## src/rtl/conv_1x1_pkg.sv

```systemverilog
// Shared types and width helpers for the 1x1 convolution controller.
// Optional cycle counter is enabled with CONV_1X1_CTRL_PERF_EN (see conv_1x1_ctrl).
package conv_1x1_pkg;

    typedef enum logic [1:0] {
        IDLE   = 2'd0,
        LOAD_W = 2'd1,
        STREAM = 2'd2,
        DRAIN  = 2'd3
    } state_e;

    // Counter width for a range of n values, never narrower than one bit.
    function automatic int cnt_w(input int n);
        return (n > 1) ? $clog2(n) : 1;
    endfunction

    localparam int DEF_IMAGE_WIDTH     = 64;
    localparam int DEF_IMAGE_HEIGHT    = 64;
    localparam int DEF_CHANNEL_NUM_IN  = 256;
    localparam int DEF_CHANNEL_NUM_OUT = 7;

    localparam int DEF_IMAGE_SIZE = DEF_IMAGE_WIDTH * DEF_IMAGE_HEIGHT;
    localparam int DEF_E          = DEF_CHANNEL_NUM_IN * DEF_IMAGE_SIZE;
    localparam int DEF_PX_W       = cnt_w(DEF_IMAGE_SIZE);
    localparam int DEF_IN_W       = cnt_w(DEF_CHANNEL_NUM_IN);
    localparam int DEF_OUT_W      = cnt_w(DEF_CHANNEL_NUM_OUT);
    localparam int DEF_R_W        = cnt_w(DEF_E + 1);

endpackage

```

## src/rtl/conv_1x1_wrap_cnt.sv

```systemverilog
// Wrapping counter 0..MAX-1 with enable, synchronous clear and terminal-count flag.
module conv_1x1_wrap_cnt
    import conv_1x1_pkg::*;
#(
    parameter int MAX = 4,
    parameter int W   = cnt_w(MAX)
) (
    input  logic         clk,
    input  logic         reset,
    input  logic         en,
    input  logic         clr,
    output logic [W-1:0] cnt,
    output logic         tc
);

    logic [W-1:0] cnt_q;
    logic [W-1:0] cnt_d;

    assign tc  = (cnt_q == W'(MAX - 1));
    assign cnt = cnt_q;

    always_comb begin
        cnt_d = cnt_q;
        if (clr) begin
            cnt_d = '0;
        end else if (en) begin
            cnt_d = tc ? '0 : cnt_q + 1'b1;
        end
    end

    always_ff @(posedge clk or negedge reset) begin
        if (!reset) begin
            cnt_q <= '0;
        end else begin
            cnt_q <= cnt_d;
        end
    end

endmodule

```

## src/rtl/conv_1x1_ctrl.sv

```systemverilog
// Sequencer for a 1x1 convolution layer: loads weights, streams pixels, counts results.
// Define CONV_1X1_CTRL_PERF_EN to add the perf_cycles busy-cycle counter output.
module conv_1x1_ctrl
    import conv_1x1_pkg::*;
#(
    parameter int IMAGE_WIDTH     = DEF_IMAGE_WIDTH,
    parameter int IMAGE_HEIGHT    = DEF_IMAGE_HEIGHT,
    parameter int CHANNEL_NUM_IN  = DEF_CHANNEL_NUM_IN,
    parameter int CHANNEL_NUM_OUT = DEF_CHANNEL_NUM_OUT
) (
    input  logic                               clk,
    input  logic                               reset,
    input  logic                               start,
    input  logic                               weight_valid_in,
    output logic                               weight_ready,
    input  logic                               pxl_valid_in,
    output logic                               pxl_ready,
    input  logic                               mul_valid_in,
    output logic                               load_weights,
    output logic [cnt_w(CHANNEL_NUM_IN)-1:0]   in_ch,
    output logic [cnt_w(CHANNEL_NUM_OUT)-1:0]  out_ch,
`ifdef CONV_1X1_CTRL_PERF_EN
    output logic [31:0]                        perf_cycles,
`endif
    output logic                               busy,
    output logic                               done,
    output logic                               err
);

    localparam int IMAGE_SIZE = IMAGE_WIDTH * IMAGE_HEIGHT;
    localparam int E          = CHANNEL_NUM_IN * IMAGE_SIZE;
    localparam int PX_W       = cnt_w(IMAGE_SIZE);
    localparam int IN_W       = cnt_w(CHANNEL_NUM_IN);
    localparam int OUT_W      = cnt_w(CHANNEL_NUM_OUT);
    localparam int R_W        = cnt_w(E + 1);

    state_e         state_q, state_d;
    logic           load_weights_q, load_weights_d;
    logic           weight_ready_q, weight_ready_d;
    logic           pxl_ready_q, pxl_ready_d;
    logic           busy_q, busy_d;
    logic           done_q, done_d;
    logic           err_q, err_d;
    logic [R_W-1:0] r_cnt_q, r_cnt_d;

    logic            start_acc, w_acc, px_acc, r_full, drain_hit, next_ch;
    logic            w_tc, px_tc, in_tc, out_tc;
    logic [IN_W-1:0] w_cnt;
    logic [PX_W-1:0] px_cnt;
    logic            unused_cnt_bits;

    assign start_acc = (state_q == IDLE) && start;
    assign w_acc     = (state_q == LOAD_W) && weight_valid_in && weight_ready_q;
    assign px_acc    = (state_q == STREAM) && pxl_valid_in && pxl_ready_q;
    assign r_full    = (r_cnt_q == R_W'(E));
    assign drain_hit = (state_q == DRAIN) && r_full;
    assign next_ch   = drain_hit && !out_tc;

    // Only the terminal flags of the weight and pixel counters steer the FSM.
    assign unused_cnt_bits = ^{w_cnt, px_cnt};

    conv_1x1_wrap_cnt #(.MAX(CHANNEL_NUM_IN), .W(IN_W)) u_w_cnt (
        .clk   (clk),
        .reset (reset),
        .en    (w_acc),
        .clr   (start_acc || next_ch),
        .cnt   (w_cnt),
        .tc    (w_tc)
    );

    conv_1x1_wrap_cnt #(.MAX(IMAGE_SIZE), .W(PX_W)) u_px_cnt (
        .clk   (clk),
        .reset (reset),
        .en    (px_acc),
        .clr   (start_acc || next_ch),
        .cnt   (px_cnt),
        .tc    (px_tc)
    );

    conv_1x1_wrap_cnt #(.MAX(CHANNEL_NUM_IN), .W(IN_W)) u_in_ch (
        .clk   (clk),
        .reset (reset),
        .en    (px_acc && px_tc),
        .clr   (start_acc || next_ch),
        .cnt   (in_ch),
        .tc    (in_tc)
    );

    conv_1x1_wrap_cnt #(.MAX(CHANNEL_NUM_OUT), .W(OUT_W)) u_out_ch (
        .clk   (clk),
        .reset (reset),
        .en    (next_ch),
        .clr   (start_acc),
        .cnt   (out_ch),
        .tc    (out_tc)
    );

    always_comb begin
        state_d        = state_q;
        load_weights_d = 1'b0;
        done_d         = 1'b0;
        unique case (state_q)
            IDLE: begin
                if (start) begin
                    state_d        = LOAD_W;
                    load_weights_d = 1'b1;
                end
            end
            LOAD_W: begin
                if (w_acc && w_tc) begin
                    state_d = STREAM;
                end
            end
            STREAM: begin
                if (px_acc && px_tc && in_tc) begin
                    state_d = DRAIN;
                end
            end
            DRAIN: begin
                if (r_full) begin
                    if (!out_tc) begin
                        state_d        = LOAD_W;
                        load_weights_d = 1'b1;
                    end else begin
                        state_d = IDLE;
                        done_d  = 1'b1;
                    end
                end
            end
            default: state_d = IDLE;
        endcase
        weight_ready_d = (state_d == LOAD_W);
        pxl_ready_d    = (state_d == STREAM);
        busy_d         = (state_d != IDLE);
    end

    // Result strobes outside STREAM/DRAIN or past the expected total are overruns.
    always_comb begin
        r_cnt_d = r_cnt_q;
        err_d   = err_q;
        if (start_acc || drain_hit) begin
            r_cnt_d = '0;
        end else if (mul_valid_in && (state_q == STREAM || state_q == DRAIN) && !r_full) begin
            r_cnt_d = r_cnt_q + 1'b1;
        end
        if (start_acc) begin
            err_d = 1'b0;
        end
        if (mul_valid_in && (state_q == IDLE || state_q == LOAD_W || r_full)) begin
            err_d = 1'b1;
        end
    end

    always_ff @(posedge clk or negedge reset) begin
        if (!reset) begin
            state_q        <= IDLE;
            load_weights_q <= 1'b0;
            weight_ready_q <= 1'b0;
            pxl_ready_q    <= 1'b0;
            busy_q         <= 1'b0;
            done_q         <= 1'b0;
            err_q          <= 1'b0;
            r_cnt_q        <= '0;
        end else begin
            state_q        <= state_d;
            load_weights_q <= load_weights_d;
            weight_ready_q <= weight_ready_d;
            pxl_ready_q    <= pxl_ready_d;
            busy_q         <= busy_d;
            done_q         <= done_d;
            err_q          <= err_d;
            r_cnt_q        <= r_cnt_d;
        end
    end

    assign load_weights = load_weights_q;
    assign weight_ready = weight_ready_q;
    assign pxl_ready    = pxl_ready_q;
    assign busy         = busy_q;
    assign done         = done_q;
    assign err          = err_q;

`ifdef CONV_1X1_CTRL_PERF_EN
    logic [31:0] perf_cycles_q, perf_cycles_d;

    always_comb begin
        perf_cycles_d = perf_cycles_q;
        if (start_acc) begin
            perf_cycles_d = '0;
        end else if (busy_q && (perf_cycles_q != '1)) begin
            perf_cycles_d = perf_cycles_q + 1'b1;
        end
    end

    always_ff @(posedge clk or negedge reset) begin
        if (!reset) begin
            perf_cycles_q <= '0;
        end else begin
            perf_cycles_q <= perf_cycles_d;
        end
    end

    assign perf_cycles = perf_cycles_q;
`endif

endmodule

```

## config.mk

```make
export PLATFORM = sky130hd
export DESIGN_NAME = conv_1x1_ctrl
export DESIGN_NICKNAME = d
export VERILOG_FILES = /design/src/rtl/conv_1x1_pkg.sv /design/src/rtl/conv_1x1_wrap_cnt.sv /design/src/rtl/conv_1x1_ctrl.sv
export SDC_FILE = /design/constraint.sdc
export NUM_CORES = 1
export LEC_CHECK = 0
export BUFFER_PORTS_ARGS = -buffer_cell sky130_fd_sc_hd__buf_2
export CORE_UTILIZATION = 30
export DETAILED_ROUTE_END_ITERATION = 12
export GPL_TIMING_DRIVEN = 0
export PLACE_DENSITY = 0.54
export SYNTH_ARGS = -nofsm -noshare
export SYNTH_HDL_FRONTEND = slang
export SYNTH_HIERARCHICAL = 1
export SYNTH_SLANG_ARGS = --single-unit
```

## constraint.sdc

```tcl
create_clock -name clk -period 3.7 [get_ports clk]
set_input_delay 0.185 -clock clk [delete_from_list [all_inputs] [get_ports clk]]
set_output_delay 0.185 -clock clk [all_outputs]
set_load 0.005 [all_outputs]
```

==> flow_summary_export.csv <==
group,metric,value,unit
run_status,status,"complete, no violations",
cells_and_area,final_util,0.366,
synth,async_flop_share,1.00,
worst_setup_path,r2r_slack,0.61,ns
cells_and_area,drive_gt1_frac,0.162,
worst_setup_path,crit_type,"flip-flop to flip-flop",
cells_and_area,layout.cells.non_filler,512,
worst_setup_path,cp.required,3.96,ns
clock_tree,clock_latency,0.34,ns
worst_setup_path,setup.worst_path.start,"r_cnt_q[0]",
worst_setup_path,path_max_fanout,8,
sta,rsz0062_at_grt,"false",
route,drt_first_pass_iters,4,
route,via_per_inst,4.82,
sta,tightest_slew,0.721,ns
sta,hold-worst-slack,0.129,ns
pwr,p_per_area,464,mW/mm2
pwr,p_total,1.77,mW
worst_setup_path,r2r-start,"r_cnt_q[0]",
worst_setup_path,reg2reg_to,"u_px_cnt/cnt[8]",
route,postRouteAntennaNets,0,
synth,ys_types,53,
floorplanning,core-area,0.0104,mm2
worst_setup_path,crit_path_end,"u_px_cnt/cnt[8]",
floorplanning,rows,37,
synth,synth_area_per_cell,9.64,um2
synth,netlist_instances,336,
grt,grt_util_all_layers,0.130,
cells_and_area,area_growth,17.9,%
sta,relSlewSlack,0.520,
grt,grt_pass1_vias,2548,
sta,worst_clock_skew,0.00673,ns
synth,ys_seq_area_frac,0.464,
placement,dp.cells,495,
placement,place_ws,0.632,ns
synth,synth-seq-cells,60,
synth,synth_enable_flop_cells,0,
flow_run,drv_cap,0,
pwr,ir_drop,0.184,mV
placement,io_buffers,22,
sta,tns,0,ns
grt,grt_max_degree,32,
pwr,p_leak,1.67,nW
synth,ys_warn_count,6,
synth,syn_area,0.00324,mm2
route,vias,2469,
clock_tree,cts_max_path_buffers,2,
clock_tree,cts_made_buffers,9,
floorplanning,die_w,106,um
clock_tree,cts_tree,"yes",
worst_setup_path,slowest_delay,0.43,ns
sta,hold_violations,0,
placement,place_area,0.00354,mm2
route,wire_per_inst,13.0,um
clock_tree,cts_max_level,3,
floorplanning,die_h,106,um
cells_and_area,final_net_count,387,
route,drt_iter0_drc,138,
worst_setup_path,critical_path_arrival,3.35,ns
worst_setup_path,crit_chain,"inv_1 -> ha_1 -> nor4b_1 -> nand3_1 -> or3_4 -> o21ai_2 -> buf_2 -> o211a_1 -> nand2_1 -> or3_2 -> a21oi_1",
synth,syn_nets,352,
clock_tree,cts_setup_buffers,0,
sta,period_minus_slack,3.09,ns
placement,gp_congestion,0.804,
clock_tree,ctsRootBufferMaster,"clkbuf_8",
floorplanning,start_util,0.311,
sta,timing.fmax,323,MHz
cells_and_area,antenna_cells,0,
sta,setup_ws,0.606,ns
worst_setup_path,worstSetupStartpointType,"flip-flop",
floorplanning,io_pins,23,
grt,grt_overflow,0,
sta,finalSetupViolCount,0,
grt,antenna_found_initial,0,
sta,post-route-period-util,0.836,
worst_setup_path,critical-path-slowest-cell,"or3_4",
synth,synth_ff_type,"dfrtp_1",
worst_hold_path,worstHoldPathType,"input port to flip-flop",
clock_tree,cts_resized,0,
worst_setup_path,cp-end-kind,"flip-flop",
clock_tree,clock_sinks,60,
grt,grt_pass1_wl,11700,um
clock_tree,path_clk_slew,0.07,ns
cells_and_area,design_area,0.00382,mm2
placement,hpwl,4660,um
route,routed_wl,6640,um
sta,slew_violations,0,
worst_setup_path,worstRegToRegCells,11,
floorplanning,die_area,0.0112,mm2
route,drt_drc_violations_left,0,
how the worst min path moves through the flow:
stage	from	endpoint	slack (ns)	cells after the start
finish	mul_valid_in	err	0.13	2
global route	mul_valid_in	err	0.14	2
CTS	mul_valid_in	err	0.12	2
detailed placement	reset	u_in_ch/cnt[6]	0.30	1
global placement	mul_valid_in	err	0.47	2
floorplan	reset	busy	-0.11	0
placed cells by master (no fill, tap or decap), types with 11 or more instances in the layout:
cell type,synthesis,layout
clkbuf_8,0,13
xor2_1,20,20
nand4_1,13,13
o21ai_0,11,11
buf_2,2,24
nand3_1,13,13
nand2_1,30,30
nor2_1,47,47
dfrtp_1,60,60
inv_1,15,15
report_power, final:
group          leakage (nW)  switching, mW  internal (mW)
sequential            0.786         0.0786          0.719
combinational         0.749          0.106         0.0868
clock                 0.136          0.261          0.522
sequential cells by signal, indices dropped and copies added (netlist names), 2 cells and up:
| register | cells |
|---|---|
| u_in_ch/cnt | 8 |
| u_w_cnt/cnt | 8 |
| state_q | 2 |
| u_out_ch/cnt | 3 |
| u_px_cnt/cnt | 12 |
| r_cnt_q | 21 |
final cells by class:
type | instances | area (um2)
Tap cell | 136 | 170
Clock inverter | 3 | 90.1
Multi-Input combinational cell | 253 | 1630
Timing Repair Buffer | 24 | 140
Buffer | 8 | 55.1
Sequential cell | 60 | 1500
Fill cell | 1051 | 6600
Clock buffer | 13 | 179
Inverter | 15 | 56.3
synthesized netlist by cell type, types with 5 or more instances:
| cell | n | area, um2 |
|---|---|---|
| xnor2_1 | 10 | 87.6 |
| nand4_1 | 13 | 81.3 |
| nor4_1 | 5 | 31.3 |
| o21ai_0 | 11 | 55.1 |
| nand3_1 | 13 | 65.1 |
| a21oi_1 | 10 | 50.1 |
| inv_1 | 15 | 56.3 |
| xor2_1 | 20 | 175 |
| or3_1 | 9 | 56.3 |
| nor2_1 | 47 | 176 |
| nand2b_1 | 8 | 50.1 |
| nor3_1 | 7 | 35.0 |
| ha_1 | 10 | 125 |
| dfrtp_1 | 60 | 1500 |
| nand2_1 | 30 | 113 |
| a211oi_1 | 5 | 37.5 |
critical path, delay by kind of cell, from the launching register on:
family,cells,cell delay (ns)
AOI/OAI and AO/OA,3,0.60
buffers and inverters,2,0.34
adders and majority gates,1,0.17
DFF,1,0.40
and+or+nand+nor,5,1.50
kinds of logic after synthesis:
| group | count (synthesis) | synth area share |
|---|---|---|
| AND/OR/NAND/NOR | 159 | 0.264 |
| flip-flops | 60 | 0.464 |
| AO/OA/AOI/OAI | 50 | 0.106 |
| XOR/XNOR | 30 | 0.0811 |
| buffers and inverters | 23 | 0.0344 |
| adder cells (fa/ha/maj) | 10 | 0.0386 |
| multiplexers | 4 | 0.0124 |
routing by layer:
metal / global-route usage / part of all wire / vias up / wire, um
met5: 0 / 0 / - / 0
met4: 0.0506 / 0.013 / 0 / 83
met3: 0.0313 / 0.027 / 5 / 182
met2: 0.214 / 0.47 / 33 / 3140
met1: 0.166 / 0.49 / 1176 / 3230
li1: - / - / 1255 / -
repair_timing:
item	4_1_cts	5_1_grt
setup endpoints to repair	0	0
hold endpoints to repair	30	0
hold buffers	1	0
(Power assumes the default switching activity.)
